===== src/rtl/fetch_stage_pkg.sv =====
// Shared constants for the instruction-fetch stage: opcode field layout,
// FSM state encodings, default NOP word and a saturating counter helper.
package fetch_stage_pkg;

    localparam int unsigned OPC_W = 5;
    localparam int unsigned OPC_TOP_OFFSET = 1;

    localparam logic [15:0] NOP_INSTR_DEFAULT = 16'h0000;

    typedef enum logic [1:0] {
        FETCH   = 2'd0,
        SKID    = 2'd1,
        DISCARD = 2'd2,
        HALTED  = 2'd3
    } fetch_state_t;

    function automatic logic [15:0] sat_inc16(input logic [15:0] v);
        return (v == 16'hFFFF) ? v : v + 16'd1;
    endfunction

endpackage


===== src/rtl/fetch_skid_buf.sv =====
// One-entry holding register for an instruction (and its pc) that returned
// from memory while the pipeline was stalled.
module fetch_skid_buf
    import fetch_stage_pkg::*;
#(
    parameter int unsigned     IW        = 16,
    parameter int unsigned     AW        = 8,
    parameter logic [IW-1:0]   NOP_INSTR = IW'(NOP_INSTR_DEFAULT)
) (
    input  logic          clk,
    input  logic          rst_n,
    input  logic          load,
    input  logic          clear,
    input  logic [IW-1:0] instr_in,
    input  logic [AW-1:0] pc_in,
    output logic          valid,
    output logic [IW-1:0] instr,
    output logic [AW-1:0] pc
);

    always_ff @(posedge clk or negedge rst_n) begin
        if (!rst_n) begin
            valid <= 1'b0;
            instr <= NOP_INSTR;
            pc    <= '0;
        end else if (clear) begin
            valid <= 1'b0;
            instr <= NOP_INSTR;
        end else if (load) begin
            valid <= 1'b1;
            instr <= instr_in;
            pc    <= pc_in;
        end
    end

endmodule


===== src/rtl/fetch_stage.sv =====
// Instruction-fetch stage with IF/ID register: owns the pc, drives the imem
// req/ready handshake, honours stall/flush/halt. FETCH_PERF_EN adds counters.
module fetch_stage
    import fetch_stage_pkg::*;
#(
    parameter int unsigned   IW        = 16,
    parameter int unsigned   AW        = 8,
    parameter logic [AW-1:0] RESET_PC  = '0,
    parameter logic [IW-1:0] NOP_INSTR = IW'(NOP_INSTR_DEFAULT)
) (
    input  logic          clk,
    input  logic          rst_n,
    input  logic          stall,
    input  logic          flush,
    input  logic [AW-1:0] branch_target,
    input  logic          halt,
    output logic          imem_req,
    output logic [AW-1:0] imem_addr,
    input  logic          imem_ready,
    input  logic [IW-1:0] imem_rdata,
    output logic          if_id_valid,
    output logic [IW-1:0] if_id_instr,
    output logic [AW-1:0] if_id_pc,
    output logic [4:0]    opcode
`ifdef FETCH_PERF_EN
    ,
    output logic [15:0]   perf_fetch_cnt,
    output logic [15:0]   perf_stall_cnt
`endif
);

    fetch_state_t  state;
    logic [AW-1:0] pc;
    logic [AW-1:0] pc_inc;
    logic [AW-1:0] tgt;
    logic          halt_pend;
    logic          xfer;
    logic          pending;
    logic          skid_load;
    logic          skid_clear;
    logic          skid_valid;
    logic [IW-1:0] skid_instr;
    logic [AW-1:0] skid_pc;

    assign imem_addr = pc;
    assign opcode    = if_id_instr[IW-OPC_TOP_OFFSET -: OPC_W];

    always_comb begin
        xfer       = imem_req & imem_ready;
        pending    = imem_req & ~imem_ready;
        pc_inc     = pc + AW'(1);
        skid_load  = (state == FETCH) & ~flush & ~halt & ~halt_pend & stall & xfer;
        skid_clear = flush | ((state == SKID) & (halt | ~stall));
    end

    fetch_skid_buf #(
        .IW        (IW),
        .AW        (AW),
        .NOP_INSTR (NOP_INSTR)
    ) u_skid (
        .clk      (clk),
        .rst_n    (rst_n),
        .load     (skid_load),
        .clear    (skid_clear),
        .instr_in (imem_rdata),
        .pc_in    (pc),
        .valid    (skid_valid),
        .instr    (skid_instr),
        .pc       (skid_pc)
    );

    // imem_addr is the pc itself, so a flush against an outstanding request
    // parks the new target in tgt until DISCARD sees the old transfer finish.
    always_ff @(posedge clk or negedge rst_n) begin
        if (!rst_n) begin
            state       <= FETCH;
            pc          <= RESET_PC;
            tgt         <= RESET_PC;
            halt_pend   <= 1'b0;
            imem_req    <= 1'b0;
            if_id_valid <= 1'b0;
            if_id_instr <= NOP_INSTR;
            if_id_pc    <= '0;
        end else begin
            case (state)
                FETCH: begin
                    if (flush) begin
                        if_id_valid <= 1'b0;
                        if_id_instr <= NOP_INSTR;
                        halt_pend   <= 1'b0;
                        if (pending) begin
                            tgt   <= branch_target;
                            state <= DISCARD;
                        end else begin
                            pc       <= branch_target;
                            imem_req <= 1'b1;
                        end
                    end else if (halt || halt_pend) begin
                        if_id_valid <= 1'b0;
                        if_id_instr <= NOP_INSTR;
                        if (pending) begin
                            halt_pend <= 1'b1;
                        end else begin
                            halt_pend <= 1'b0;
                            imem_req  <= 1'b0;
                            state     <= HALTED;
                        end
                    end else if (stall) begin
                        if (xfer) begin
                            pc       <= pc_inc;
                            imem_req <= 1'b0;
                            state    <= SKID;
                        end
                    end else begin
                        imem_req <= 1'b1;
                        if (xfer) begin
                            if_id_valid <= 1'b1;
                            if_id_instr <= imem_rdata;
                            if_id_pc    <= pc;
                            pc          <= pc_inc;
                        end else begin
                            if_id_valid <= 1'b0;
                            if_id_instr <= NOP_INSTR;
                        end
                    end
                end

                SKID: begin
                    if (flush) begin
                        if_id_valid <= 1'b0;
                        if_id_instr <= NOP_INSTR;
                        pc          <= branch_target;
                        imem_req    <= 1'b1;
                        state       <= FETCH;
                    end else if (halt) begin
                        if_id_valid <= 1'b0;
                        if_id_instr <= NOP_INSTR;
                        state       <= HALTED;
                    end else if (!stall) begin
                        if_id_valid <= skid_valid;
                        if_id_instr <= skid_instr;
                        if_id_pc    <= skid_pc;
                        imem_req    <= 1'b1;
                        state       <= FETCH;
                    end
                end

                DISCARD: begin
                    if (xfer) begin
                        pc    <= flush ? branch_target : tgt;
                        state <= FETCH;
                    end else if (flush) begin
                        tgt <= branch_target;
                    end
                end

                HALTED: begin
                    if (flush) begin
                        pc       <= branch_target;
                        imem_req <= 1'b1;
                        state    <= FETCH;
                    end
                end
            endcase
        end
    end

`ifdef FETCH_PERF_EN
    logic if_id_load;

    always_comb begin
        if_id_load = ((state == FETCH) & ~flush & ~halt & ~halt_pend & ~stall & xfer)
                   | ((state == SKID) & ~flush & ~halt & ~stall & skid_valid);
    end

    always_ff @(posedge clk or negedge rst_n) begin
        if (!rst_n) begin
            perf_fetch_cnt <= '0;
            perf_stall_cnt <= '0;
        end else begin
            if (if_id_load)
                perf_fetch_cnt <= sat_inc16(perf_fetch_cnt);
            if (stall && if_id_valid)
                perf_stall_cnt <= sat_inc16(perf_stall_cnt);
        end
    end
`endif

endmodule


===== config.mk =====
export PLATFORM = sky130hd
export DESIGN_NAME = fetch_stage
export DESIGN_NICKNAME = d
export VERILOG_FILES = /design/src/rtl/fetch_stage_pkg.sv /design/src/rtl/fetch_skid_buf.sv /design/src/rtl/fetch_stage.sv
export SDC_FILE = /design/constraint.sdc
export NUM_CORES = 1
export LEC_CHECK = 0
export CORE_ASPECT_RATIO = 2
export CORE_MARGIN = 2
export CORE_UTILIZATION = 30
export DETAILED_ROUTE_END_ITERATION = 8
export PLACE_DENSITY = 0.58
export SLEW_MARGIN = 25
export SYNTH_ARGS = -nofsm -noshare
export SYNTH_HDL_FRONTEND = slang
export SYNTH_SLANG_ARGS = --single-unit

===== constraint.sdc =====
create_clock -name clk -period 1.85 [get_ports clk]
set_input_delay 0.4625 -clock clk [delete_from_list [all_inputs] [get_ports clk]]
set_output_delay 0.4625 -clock clk [all_outputs]
set_load 0.05 [all_outputs]

* After elaboration in Yosys (flattened, before gate mapping)
Index checks and enable logic that the tools add are counted.
Cells by class: $add $sub $neg 1, eq/ne operators 29, multiplexer cells 66, bitwise operators 16, reductions and logical operators 16
Operators by type and width (count):
- two-way mux 16 bit | 9
- two-way mux 8 bit | 17
- one-hot mux 16 bit (2 select lines) | 1
- one-hot mux 8 bit (2 select lines) | 2
- != test 2 bit (second input constant) | 12
- one-hot mux 8 bit (3 select lines) | 1
- two-way mux 1 bit | 22
- two-way mux 2 bit | 11
- != test 3 bit (second input constant) | 7
- AND reduction 7 bit | 2
- != test 4 x 3 -> 1 bit (second input constant) | 3
- adder 8 x 1 -> 8 bit (second input constant) | 1
- AND 1 bit | 8
- != test 4 bit (second input constant) | 2
- one-hot mux 2 bit (4 select lines) | 1
- AND reduction 8 bit | 1
- nonzero test 2 bit | 4
- inverter 1 bit | 6
- != test 5 x 4 -> 1 bit (second input constant) | 1
- AND reduction 5 bit | 1
- equality test 2 bit (second input constant) | 2
- AND reduction 2 bit | 2
- AND reduction 4 bit | 1
- one-hot mux 1 bit (3 select lines) | 1
- 9 further kinds | 10
Word-level totals: flip-flop bits (word level) 70, input bits 30, output and inout bits 39, word-level logic and storage cells 139

* Longest topological paths before layout
word-level depth 8, depth in mapped cells 7, mapped depth without buffers 5

* Modules after synthesis
A second synthesis with hierarchy kept.
Unflattened totals: cells, all modules 327, area total of the unflattened synthesis 3512.1 sq um
Modules (own cells, without submodules):
- fetch_stage | times used 1, cells an instance 254, area an instance 2483.6 sq um, seq. area each 1126.1 sq um
- fetch_skid_buf | times used 1, cells an instance 73, area an instance 1028.5 sq um, seq. area each 625.6 sq um

* Least setup slack after synthesis
OpenSTA, ideal clock, no wires.
path kind reg-to-reg, from register imem_req, to register u_skid.instr[10], library setup time 0.126 ns, arrival 1.921 ns, data required time 1.724 ns, slack -0.198 ns, stages on the path, launching flop included 7, buffers on the path 2, period minus slack after synthesis 2.048 ns, path through dfrtp_1 > buf_2 > nand3b_1 > or3_1 > a21oi_2 > buf_4 > o21ai_0
On the way: cells in the longest elaborated chain, start to end 3
Ends and longest elaborated chain:
- from (decl) | RTL line fetch_stage.sv:17 | output logic imem_req,
- from (signal assigned) | RTL line fetch_stage.sv:80 | imem_req <= 1'b0;
- from (signal assigned) | RTL line fetch_stage.sv:96 | imem_req <= 1'b1;
- from (signal assigned) | RTL line fetch_stage.sv:105 | imem_req <= 1'b0;
- AND 1 bit | RTL line fetch_stage.sv:49 | xfer = imem_req & imem_ready;
- AND 1 bit | RTL line fetch_stage.sv:52 | skid_load = (state == FETCH) & ~flush & ~halt & ~halt_pend & stall & xfer;
- nonzero test 2 bit (no line)
- to (signal assigned) | RTL line fetch_skid_buf.sv:31 | instr <= instr_in;
- to (decl) | RTL line fetch_skid_buf.sv:17 | output logic [IW-1:0] instr,
Every way passes these cells. A chain may end at the register's enable or synchronous reset.

* Worst setup path in the final report
from input stall, to register if_id_pc[7]
On the way: cells in the longest elaborated chain, start to end 2, elaborated cells between the ends (all ways) 3, classes of those cells eq/ne (2); reduce/logical (1)
Ends and longest elaborated chain:
- from (decl) | RTL line fetch_stage.sv:13 | input logic stall,
- != test 2 bit (no line)
- AND reduction 8 bit (no line) *
- to (signal assigned) | RTL line fetch_stage.sv:119 | if_id_pc <= pc;
- to (signal assigned) | RTL line fetch_stage.sv:142 | if_id_pc <= skid_pc;
- to (decl) | RTL line fetch_stage.sv:23 | output logic [AW-1:0] if_id_pc,
Mark *: on every way between the ends. The rest lies on a longest branch, timed or not.

==> results.cfg <==
[status]
outcome = finished clean

[yosys]
netlist_area_sq_mm = 0.00341
yosys-top-cells-count = dfrtp_1 (70), o21ai_0 (43), nand2_1 (33), nor2_1 (29), a21oi_1 (23)
ys_seq_area_frac = 0.513
yosysMostFrequentCell = dfrtp_1
ys_types = 46
yosys-top-cells-area = dfrtp_1 (51%), o21ai_0 (6.3%), mux2_2 (5.3%)
synth-edff-count = 0
yosys.area.top_type_share = 0.513
synthArstFlopShare = 1.00
synth_warnings = 0
ys_seq_elements = 70
avgSynthCellArea_sq_um = 9.90
synthCells = 345
dominantRegCellSynth = dfrtp_1
synth_nets = 376
synth_top_cell_by_area = dfrtp_1

[timing]
setup_tns_ps = 0
setup_viol = 0
slew_headroom = 0.707
maxSlewViolCount = 0
rsz0062_at_grt = no
hold_viol = 0
hold_ws_ps = 140
fmax_ghz = 0.576
finClkSkew_ps = 5.72
worst_pin_slew_ps = 439
period_share = 0.938
fin_crit_ps = 1740

[clock_tree]
cts_made_buffers = 9
cts_max_level = 3
worst_skew_pair.late_latency_ps = 330
clkSlewWorstSetupHoldPaths_ps = 50
clock_sinks = 70
ctsLongestPathBuffers = 2
cts-root-buf = clkbuf_16
cts_tree = yes

[routing]
vias = 2844
drc_errors = 0
drtIter0Drc = 132
ant_nets = 0
first_pass_iters = 4
post_drt_wl_per_cell_microns = 14.9
wl_mm = 8.74
vias_per_cell = 4.86

[setup_path]
crit_required_ps = 2050
end_kind = register
r2r_start = state[0]
critPathMaxFanout = 16
cp_cell_sequence = clkdlybuf4s50_1 -> or4_1 -> a21o_2 -> nand2_1 -> o21ai_0
worstSetupEndpoint = if_id_pc[7]
critPathSlowestCell = clkdlybuf4s50_1
critPathTopFamily = simple AND/OR/NAND/NOR gates
crit_start = stall
critPathKind = in2reg
rr_endpoint = u_skid.pc[7]
path_buf_inv = 1
path_depth = 5
reg2reg_depth = 4
cp_slowest_stage_delay_ps = 500
r2r_slack_ps = 150
critical_path.startpoint_type = input pin
cp.arrival_ps = 1930

[pwr]
p_leak_nw = 2.15
ir_drop_mv = 1.12
power_density_mw_per_mm2 = 1850

[floorplanning]
dieHeight_microns = 155
start_util = 0.304
die-area_sq_mm = 0.0123
core_area_sq_mm = 0.0112
rows = 55
io_pins = 69
die_width_microns = 79.4

[cells_and_area]
n_fill_cell = 1095
drive_gt1_frac = 0.280
fin_nets = 469
area_delta_synth_final_pct = 43.8
diodes = 0

[grt]
grt_overflow = 0
grt_pass1_wl_mm = 14.6
grt_max_degree = 71
grt_usage = 0.154
grt_pass1_vias = 2980
antenna_found_initial = 0

[placement]
place_congestion = 0.840
io_buffers = 68
place_hpwl_mm = 6.51

[hold_path]
holdCritPathClass = in2async

[flow_run]
maxCapViolCount = 0
[cells by family (layout without fill, tap and decap cells)]
logic type,after synthesis,in the layout,share of synthesized area
xor gates and xnor gates,1,1,0.00257
muxes,26,26,0.0821
DFF,70,70,0.513
and+or+nand+nor,106,106,0.155
AOI/OAI and AO/OA,110,110,0.196
buffers and inverters,31,129,0.0480
adders and majority gates,1,1,0.00366
[sequential cells by signal, indices dropped and copies added, names as in the netlist, 2 cells and up]
name and count:
if_id_instr 16, u_skid.instr 16, if_id_pc 8, imem_addr 8
tgt 8, u_skid.pc 8, state 2
[report_power, final]
part	internal (mW)	switching (mW)	leakage [nW]	total, mW
Sequential	2.11	0.413	0.899	2.52
Combinational	1.82	2.81	1.08	4.64
Clock	1.29	0.615	0.166	1.90
[stage by stage]
| stage | util | worst slack (ps) | instance area (sq um) | power, mW | cells |
|---|---|---|---|---|---|
| 2_1_floorplan | - | -3.91 | 3430 | 5.41 | 345 |
| 3_3_place_gp | 0.402 | -318 | 4510 | 7.16 | 567 |
| 3_5_place_dp | 0.402 | -346 | 4510 | 7.22 | 567 |
| 4_1_cts | 0.432 | 4.54 | 4850 | 9.17 | 583 |
| 5_1_grt | 0.438 | 2.62 | 4910 | 9.59 | 585 |
| 6_report | 0.438 | 114 | 4910 | 9.06 | 585 |
[layout by cell type, fill, tap and decap left out, drive strengths merged, types with 2 or more instances in the layout]
master | synthesis | layout
inv | 2 | 2
dlymetal6s2s | 0 | 3
buf | 15 | 83
and3 | 4 | 4
or3 | 2 | 2
a21oi | 24 | 24
a22oi | 16 | 16
nand2b | 18 | 18
nand2 | 33 | 33
o21bai | 2 | 2
o21a | 2 | 2
o211ai | 2 | 2
nand3b | 2 | 2
clkbuf | 14 | 13
bufinv | 0 | 2
nor2b | 2 | 2
nand3 | 5 | 5
dfrtp | 70 | 70
o21ai | 43 | 43
nor3 | 4 | 4
a31oi | 5 | 5
clkdlybuf4s50 | 0 | 25
or2 | 2 | 2
mux2 | 16 | 16
nor2 | 30 | 30
mux2i | 10 | 10
a211oi | 4 | 4
o31ai | 5 | 5
[layer usage]
| layer | vias up | part of all wire | global-route usage |
|---|---|---|---|
| met5 | - | 0 | 0 |
| met4 | 0 | 0.022 | 0.0608 |
| met3 | 16 | 0.032 | 0.0336 |
| met2 | 60 | 0.58 | 0.293 |
| met1 | 1356 | 0.37 | 0.158 |
| li1 | 1412 | - | - |
[area by class of cell]
class                   count  area [sq um]  area share
well taps                 142           178      0.0362
inverters                   2          7.51     0.00153
clock buffers              13           270      0.0550
multi-input cells         244          1520       0.310
repair buffers            111          1120       0.227
clock inverters             3          65.1      0.0133
flip-flops and latches     70          1750       0.357
[worst min path at each step]
stage	depth (start not counted)	from	endpoint
finish	2	rst_n	if_id_instr[11]
global placement	2	if_id_pc[4]	if_id_pc[4]
detailed placement	2	if_id_pc[1]	if_id_pc[1]
CTS	2	rst_n	if_id_instr[11]
global route	2	rst_n	if_id_instr[11]
floorplan	0	rst_n	halt_pend
[repair_timing]
action                     in CTS  in global routing
setup endpoints to repair       0                 20
buffers inserted                0                  2
hold buffers                    0                  0
resized for setup               0                  7
(Power assumes the default switching activity.)
